`config.mk`:
```
export PLATFORM = sky130hd
export DESIGN_NAME = iter_shifter
export DESIGN_NICKNAME = d
export VERILOG_FILES = /design/src/rtl/iter_shifter_pkg.sv /design/src/rtl/iter_shifter_shift_step.sv /design/src/rtl/iter_shifter.sv
export SDC_FILE = /design/constraint.sdc
export NUM_CORES = 1
export LEC_CHECK = 0
export CAP_MARGIN = 20
export CELL_PAD_IN_SITES_DETAIL_PLACEMENT = 1
export CELL_PAD_IN_SITES_GLOBAL_PLACEMENT = 2
export CORE_MARGIN = 3
export CORE_UTILIZATION = 25
export CTS_BUF_LIST = sky130_fd_sc_hd__clkbuf_8
export CTS_CLUSTER_DIAMETER = 120
export DETAILED_ROUTE_END_ITERATION = 10
export PLACE_DENSITY_LB_ADDON = 0.12
export SLEW_MARGIN = 30
export SYNTH_ARGS = -nofsm -noshare
export SYNTH_HDL_FRONTEND = slang
export SYNTH_SLANG_ARGS = --single-unit
```
`constraint.sdc`:
```
create_clock -name clock -period 2.65 [get_ports clock]
set_clock_uncertainty 0.1 [all_clocks]
set_input_delay 0.3975 -clock clock [delete_from_list [all_inputs] [get_ports clock]]
set_output_delay 0.3975 -clock clock [all_outputs]
set_load 0.01 [all_outputs]
```
`src/rtl/iter_shifter_pkg.sv`:
```
// Shared definitions for the iterative shifter: shift-mode codes and FSM state
// encodings used by both the top level and the per-cycle shift cell.
package iter_shifter_pkg;

  typedef logic [1:0] shiftMode_t;
  typedef logic [1:0] fsmState_t;

  localparam shiftMode_t SH_SLL = 2'b00;
  localparam shiftMode_t SH_SRL = 2'b01;
  localparam shiftMode_t SH_SRA = 2'b10;
  localparam shiftMode_t SH_ROL = 2'b11;

  localparam fsmState_t ST_IDLE  = 2'b00;
  localparam fsmState_t ST_SHIFT = 2'b01;
  localparam fsmState_t ST_DONE  = 2'b10;

endpackage

```
`src/rtl/iter_shifter_shift_step.sv`:
```
// One iteration of the shifter: moves the accumulator by k (0..STEP) bit
// positions under the selected mode. For STEP=1 this collapses to the classic
// shift-by-one cell.
module iter_shifter_shift_step
  import iter_shifter_pkg::*;
#(
  parameter int WIDTH = 32,
  parameter int STEP  = 1
) (
  input  logic [WIDTH-1:0]           acc_i,
  input  logic [$clog2(STEP+1)-1:0]  k_i,
  input  logic [1:0]                 mode_i,
  input  logic                       fill_i,
  output logic [WIDTH-1:0]           shifted_o
);

  localparam int RW = $clog2(WIDTH) + 1;

  logic [RW-1:0]    rotBack;
  logic [WIDTH-1:0] fillMask;

  // A rotate by k is the left shift OR'd with the bits that fall off the top.
  // A right shift by WIDTH yields zero, so k=0 rotates correctly.
  assign rotBack  = RW'(WIDTH) - RW'(k_i);
  // Ones in the top k positions, where SRA must insert the latched sign.
  assign fillMask = ~({WIDTH{1'b1}} >> k_i);

  // Select the shifted operand for the current mode.
  always_comb begin
    shifted_o = acc_i;
    case (mode_i)
      SH_SLL:  shifted_o = acc_i << k_i;
      SH_SRL:  shifted_o = acc_i >> k_i;
      SH_SRA:  shifted_o = (acc_i >> k_i) | (fillMask & {WIDTH{fill_i}});
      default: shifted_o = (acc_i << k_i) | (acc_i >> rotBack);
    endcase
  end

endmodule

```
`src/rtl/iter_shifter.sv`:
```
// Multi-cycle shifter: accepts an operand through a start/ready handshake,
// shifts it by up to STEP bits per cycle, then pulses done for one cycle with
// a registered result that holds until it is next overwritten.
module iter_shifter
  import iter_shifter_pkg::*;
#(
  parameter int WIDTH   = 32,
  parameter int STEP    = 1,
  parameter int SHAMT_W = $clog2(WIDTH)
) (
  input  logic               clock,
  input  logic               reset,
  input  logic               start,
  input  logic [1:0]         mode,
  input  logic [SHAMT_W-1:0] shamt,
  input  logic [WIDTH-1:0]   data_in,
  output logic               ready,
  output logic               busy,
  output logic               done,
  output logic [WIDTH-1:0]   result
);

  localparam int KW = $clog2(STEP + 1);
  localparam int CW = (SHAMT_W > KW) ? SHAMT_W : KW;

  fsmState_t          state_q, state_d;
  logic [WIDTH-1:0]   acc_q, acc_d;
  logic [SHAMT_W-1:0] rem_q, rem_d;
  logic [1:0]         mode_q, mode_d;
  logic               fill_q, fill_d;
  logic [WIDTH-1:0]   result_q, result_d;

  logic [CW-1:0]      remExt;
  logic [CW-1:0]      stepExt;
  logic [CW-1:0]      kExt;
  logic [KW-1:0]      kSel;
  logic [SHAMT_W-1:0] kRem;
  logic [WIDTH-1:0]   stepOut;

  // The per-cycle amount is min(rem, STEP). Compared at a common width because
  // STEP may equal WIDTH, which does not fit in a shift-amount field.
  assign remExt  = CW'(rem_q);
  assign stepExt = CW'(STEP);
  assign kExt    = (remExt < stepExt) ? remExt : stepExt;
  assign kSel    = kExt[KW-1:0];
  assign kRem    = kExt[SHAMT_W-1:0];

  iter_shifter_shift_step #(
    .WIDTH (WIDTH),
    .STEP  (STEP)
  ) u_step (
    .acc_i     (acc_q),
    .k_i       (kSel),
    .mode_i    (mode_q),
    .fill_i    (fill_q),
    .shifted_o (stepOut)
  );

  // Next-state logic: latch the request, iterate the shift, then report done.
  always_comb begin
    state_d  = state_q;
    acc_d    = acc_q;
    rem_d    = rem_q;
    mode_d   = mode_q;
    fill_d   = fill_q;
    result_d = result_q;
    case (state_q)
      ST_IDLE: begin
        if (start) begin
          acc_d  = data_in;
          rem_d  = shamt;
          mode_d = mode;
          fill_d = (mode == SH_SRA) & data_in[WIDTH-1];
          if (shamt == '0) begin
            result_d = data_in;
            state_d  = ST_DONE;
          end else begin
            state_d  = ST_SHIFT;
          end
        end
      end
      ST_SHIFT: begin
        acc_d = stepOut;
        rem_d = rem_q - kRem;
        if (rem_q == kRem) begin
          result_d = stepOut;
          state_d  = ST_DONE;
        end
      end
      ST_DONE: begin
        state_d = ST_IDLE;
      end
      default: begin
        state_d = ST_IDLE;
      end
    endcase
  end

  // State and datapath registers; reset aborts any operation in flight.
  always_ff @(posedge clock) begin
    if (reset) begin
      state_q  <= ST_IDLE;
      acc_q    <= '0;
      rem_q    <= '0;
      mode_q   <= SH_SLL;
      fill_q   <= 1'b0;
      result_q <= '0;
    end else begin
      state_q  <= state_d;
      acc_q    <= acc_d;
      rem_q    <= rem_d;
      mode_q   <= mode_d;
      fill_q   <= fill_d;
      result_q <= result_d;
    end
  end

  assign ready  = (state_q == ST_IDLE);
  assign busy   = (state_q == ST_SHIFT);
  assign done   = (state_q == ST_DONE);
  assign result = result_q;

endmodule

```
# Word level (Yosys, flattened, before mapping)
# Index checks and enable logic that the tools add are counted.
# word_totals
reg_bits	74
out_inout_bits	35
word_cells	49
# op_classes
n_addsub	2
order_cmp	1
n_eq_ne	9
shift	4
mux	14
n_bitwise	5
n_reduce_logical	8
# ops
op	n
32-bit two-way mux	4
32-bit one-hot mux with 2 select lines	2
32-bit one-hot mux with 3 select lines	1
32-bit OR	2
32-bit AND	1
32-bit NOT	1
32-bit by 1-bit left shift with 32-bit output	1
32-bit by 1-bit right shift with 32-bit output	1
32-bit by 1-bit right shift with 32-bit output, first input constant	1
32-bit by 6-bit right shift with 32-bit output	1
5-bit two-way mux	2
5-bit one-hot mux with 2 select lines	1
2-bit equality test, second input constant	3
2-bit two-way mux	3
2-bit AND reduction	3
6-bit by 1-bit subtractor with 6-bit output, first input constant	1
5-bit equality test	1
5-bit zero test	1
5-bit by 1-bit less-than comparator with 1-bit output, second input constant	1
5-bit subtractor	1
2-bit by 1-bit equality test with 1-bit output, second input constant	2
2-bit zero test	2
2-bit by 1-bit != test with 1-bit output, second input constant	2
2-bit one-hot mux with 2 select lines	1
other kinds (4)	4

# Logic depth before layout (Yosys ltp)
# depth
depth_word	9
depth_mapped	9

# Cells and area by module
# A second synthesis with hierarchy kept.
# hier_totals
cells_unflattened	454
hier_area_um2	3978.8
# modules_own_cells
mod	n_inst	cells_each	area_per_inst_um2
iter_shifter	1	344	3276.9
iter_shifter_shift_step	1	110	701.9

# Worst setup path after synthesis
# No wires, ideal clock.
# synth_path
path_kind	register -> register
from	register rem_q[2] (netlist: remExt[2])
to	register result_q[11] (netlist: result[11])
arrival_ns	1.922
slack_ns	0.495
stages_incl_launch_ff	10
path_buffers	2
period_less_slack_ns	2.155
cell_sequence	dfxtp_1 -> nor3_1 -> a21o_1 -> ha_1 -> or4b_4 -> o21ai_4 -> and2_1 -> buf_6 -> buf_6 -> a311oi_1
# synth_via
elab_chain_len	9
word_cells_on_any_way	17
cone_classes	1 x add/sub; 1 x order compare; 2 x eq/ne; 4 x shift; 4 x mux; 4 x bitwise; 1 x reduce/logical
# synth_rtl
element	line_no	text
from (decl)	iter_shifter.sv:28	logic [SHAMT_W-1:0] rem_q, rem_d;
from (signal assigned)	iter_shifter.sv:111	rem_q <= rem_d;
parallel branches: the longest is 9 deep, another holds 6-bit by 1-bit subtractor with 6-bit output	n/a	
to (signal assigned)	iter_shifter.sv:114	result_q <= result_d;
to (decl)	iter_shifter.sv:31	logic [WIDTH-1:0] result_q, result_d;
# Parallel ways; which one is timed is not known. The select of a mux whose other input is x is not followed.
# A chain may end at the register's enable or synchronous reset.

# Final worst setup path
# layout_path
from	register rem_q[3] (netlist: remExt[3])
to	register result_q[13] (netlist: result[13])
# Same word-level chain as after synthesis.

==> impl.org <==
** Worst setup path
- Worst path bufs/invs :: 1
- Crit-path cells :: nor3_1 -> a21o_1 -> ha_1 -> or4b_4 -> o21ai_4 -> buf_4 -> a21oi_1 -> a311oi_1
- Crit path largest cell delay :: 480 ps
- STA classifies the critical path endpoint as a flip-flop.
- Slowest cell on the critical path :: sky130_fd_sc_hd__or4b_4
- The worst setup path is launched from a flip-flop.
- Crit path max-delay family :: compound AO/OA/AOI/OAI gates
- Data arrival at the endpoint of the critical path :: 2490 ps
- Type of the worst setup path :: flip-flop to flip-flop
- Maximum fanout count along the critical path :: 14
- At the worst endpoint, the required time is 2820 ps.

** Floorplanning
- The initialized floorplan defines 45 standard-cell rows.
- The die is 132.3 um tall.
- Area of the placeable core :: 15,430 sq um
- During I/O placement, the number of pins put on the boundary was 77.
- Die span in x :: 132.3 um
- For this configuration, the core starts out at a cell density of 25.86%.
- The die covers 17,510 sq um.

** Synthesis
- Seq/Total Area, Yosys :: 37.13%
- Ranked by total cell area, the synthesized netlist is headed by sky130_fd_sc_hd__dfxtp_1 37%, sky130_fd_sc_hd__mux2_2 8.5%, sky130_fd_sc_hd__a311oi_1 7.0%, sky130_fd_sc_hd__a211oi_1 6.0%, sky130_fd_sc_hd__o211ai_1 5.6%.
- The mapped netlist covers 3990 sq um.
- Number of instances in the synthesized netlist :: 471
- Synth top cells by count :: 74 x sky130_fd_sc_hd__dfxtp_1, 42 x sky130_fd_sc_hd__nand2_1, 40 x sky130_fd_sc_hd__a21oi_1
- Counting flops with a built-in enable in the synthesized netlist gives 0.
- Portion of synthesized cell area occupied by the leading cell type :: 37.13%
- Most frequent cell after synthesis :: sky130_fd_sc_hd__dfxtp_1
- Synthesized netlist net count :: 515
- Average size of a mapped cell :: 8.472 sq um
- Counting flops with an async set or reset pin after synthesis yields a share of 0%.
- For this run, the leading register cell type out of synthesis is sky130_fd_sc_hd__dfxtp_1.
- Number of distinct library cells after synthesis :: 40
- Synthesis warning total :: 0
- The biggest area contributor in the post-synthesis netlist is sky130_fd_sc_hd__dfxtp_1.
- Counting flops and latches in the post-synthesis netlist gives 74.

** Global route
- Antenna violations before repair :: 0
- Sum of overflow across all layers after global routing :: 0
- Wire length of the first global-routing pass :: 22,220 um
- Global routing consumed, over all layers together, 15.47% of the routing resources.
- Entering global routing, the biggest net connects 53 pins.
- Number of global-route vias before repair :: 4,044

** Detailed routing
- Iteration-0 DRC count of the detailed router :: 184
- Uppermost layer routed :: met4
- The first detailed-routing pass ran for 4 iterations.
- After detailed routing, the average wire length per cell comes to 17.89 um.
- Routed vias/inst :: 5.169
- Detailed routing inserted a total of 3,830 vias.
- Amount of wire on met3 after detailed routing :: 436 um
- Total wirelength of the detailed-routed design :: 13,260 um
- The count of nets left with antenna violations once routing finished came out at 0.
- Remaining design rule violation count :: 0
- The routed design uses 6227 um of met2 wire.
- The detailed router put a total of 6487 um of wire on met1.

** Timing
- Worst Max-Slew Pin Slew :: 492.1 ps
- Hold violation count in the final report :: 0
- Unrepaired setup endpoints after global routing :: no
- Time the final worst path needs with I/O delays and setup :: 2325 ps
- Of the available clock period, the critical path in the final layout requires 87.72%.
- In this run the tightest slew margin relative to its limit is 67.19%.
- Setup slack on the critical path of the routed design comes to 325.3 ps.
- For the final routed database, the setup TNS stands at 0 ps.
- Hold is met by 366.6 ps.
- Static timing analysis puts the maximum clock frequency at 430.2 MHz.
- Max Slew Vio Count :: 0
- Setup violations remaining at the end of the flow were counted as 0.

** Finish
- Of the cells placed in the final design, the portion with a size suffix greater than 1 is 13.02%.
- The final layout contains 572 nets.
- Antenna cell count :: 0
- The finished layout holds 741 standard cells, fillers aside.
- Relative to the synthesized area, the layout overhead comes to 28.03%.

** Clocking
- Cts-stage hold buffer count :: 0
- The number of clock buffers added by TritonCTS is 9.
- The H-tree was split into 3 levels.
- The number of gates resized after CTS was 0.
- The clock net in this run drives a total of 74 sinks.
- TritonCTS built the clock tree.
- Clock latency on the worst-skew pair, taken at its later pin, is 370 ps.
- Maximum clock path buffer count :: 2
- Once the clock tree was built, the setup fixing pass inserted 0 buffers.
- CTS Root Cell :: sky130_fd_sc_hd__clkbuf_8
- After clock tree synthesis, the clock-pin slew on the worst setup and hold paths is 80 ps.

** Power
- Largest voltage drop on the vdd net :: 0.3157 mV
- PwrDens :: 715.4 nW/um^2
- Summed over all cells, the static leakage comes to 1.796 nW.

** Place
- Buffers placed on the I/O ports in this run total 76.
- Once placement completed, the tool counted placed cells totaling 728.
- OpenSTA, run right after detailed placement, puts the worst setup slack at 270.0 ps.
- At the end of routability-driven placement, the weighted congestion stood at 0.7463.
- HPWL reported at the end of detailed placement :: 8728 um

** Run
- Maxcap violations :: 0

** Min path
- Hold WC Path Type :: flip-flop to flip-flop

** Status
- Run status :: finished clean
==> cell families (layout without fill, tap and decap cells) <==
| kind of cell | count (synthesis) | count (layout) | synth area share [%] |
|---|---|---|---|
| adders and majority gates | 2 | 2 | 0.6271 |
| buffers and inverters | 53 | 112 | 6.742 |
| AOI/OAI and AO/OA | 181 | 181 | 30.76 |
| and+or+nand+nor | 128 | 128 | 15.55 |
| xor gates and xnor gates | 1 | 1 | 0.2195 |
| DFF | 74 | 74 | 37.13 |
| muxes | 32 | 32 | 8.968 |
==> layout make-up <==
class / count / area [sq um]
fillers: 1812 / 10320
inverters: 3 / 11.26
flip-flops and latches: 74 / 1481
clock inverters: 2 / 7.507
well taps: 211 / 264.0
multi-input cells: 344 / 2250
repair buffers: 96 / 943.4
clock buffers: 11 / 151.4
==> routing by layer <==
layer | global-route usage [%] | vias up
met5 | 0 | -
met4 | 3.118 | 0
met3 | 4.046 | 8
met2 | 24.87 | 59
met1 | 21.03 | 1877
li1 | - | 1886
==> path summary, 6_finish.rpt <==
kind | startpoint | depth (start not counted) | end | slack, ps
max reg2reg | remExt[3]$_SDFFE_PP0P_ | 8 | result[13]$_SDFFE_PP0P_ | 330
max | remExt[3]$_SDFFE_PP0P_ | 8 | result[13]$_SDFFE_PP0P_ | 330
min reg2reg | remExt[1]$_SDFFE_PP0P_ | 2 | remExt[1]$_SDFFE_PP0P_ | 370
min | remExt[1]$_SDFFE_PP0P_ | 2 | remExt[1]$_SDFFE_PP0P_ | 370
==> placed cells by master, fill, tap and decap left out, drive strengths merged, types with 3 or more instances in the layout <==
cell           netlist  layout
a211oi              32      32
a21oi               40      40
a311oi              32      32
buf                 23      21
clkbuf              27      11
clkdlybuf4s50        0      75
dfxtp               74      74
inv                  3       5
mux2                30      30
nand2               42      42
nand3                3       3
nor2                37      37
nor3                 3       3
o211ai              30      30
o21ai               36      36
or3                 31      31
==> state kept, by name, indices dropped and copies added (netlist names) <==
name,cells
acc_q,32
fill_q,1
mode_q,2
remExt,5
result,32
state_q,2
==> worst reg2reg max path: stages (launching register included) <==
cell                       delay [ps]
sky130_fd_sc_hd__dfxtp_1          360
sky130_fd_sc_hd__nor3_1           180
sky130_fd_sc_hd__a21o_1           160
sky130_fd_sc_hd__ha_1             140
sky130_fd_sc_hd__or4b_4           480
sky130_fd_sc_hd__o21ai_4          190
sky130_fd_sc_hd__buf_4            260
sky130_fd_sc_hd__a21oi_1          110
sky130_fd_sc_hd__a311oi_1         260
==> power by group <==
group	total, mW	switching [mW]	internal (mW)
clock	0.795	0.425	0.370
sequential	1.42	0.143	1.28
combinational	1.44	0.785	0.654
total	3.65	1.35	2.30
==> per-stage QoR <==
stage               instance area (sq um)  total power [mW]  util (%)
floorplan                            3990             2.382         -
global placement                     4950             2.881     32.08
detailed placement                   4950             2.910     32.08
CTS                                  5109             3.737     33.11
global route                         5109             3.963     33.11
finish                               5109             3.655     33.11
(Power assumes the default switching activity.)
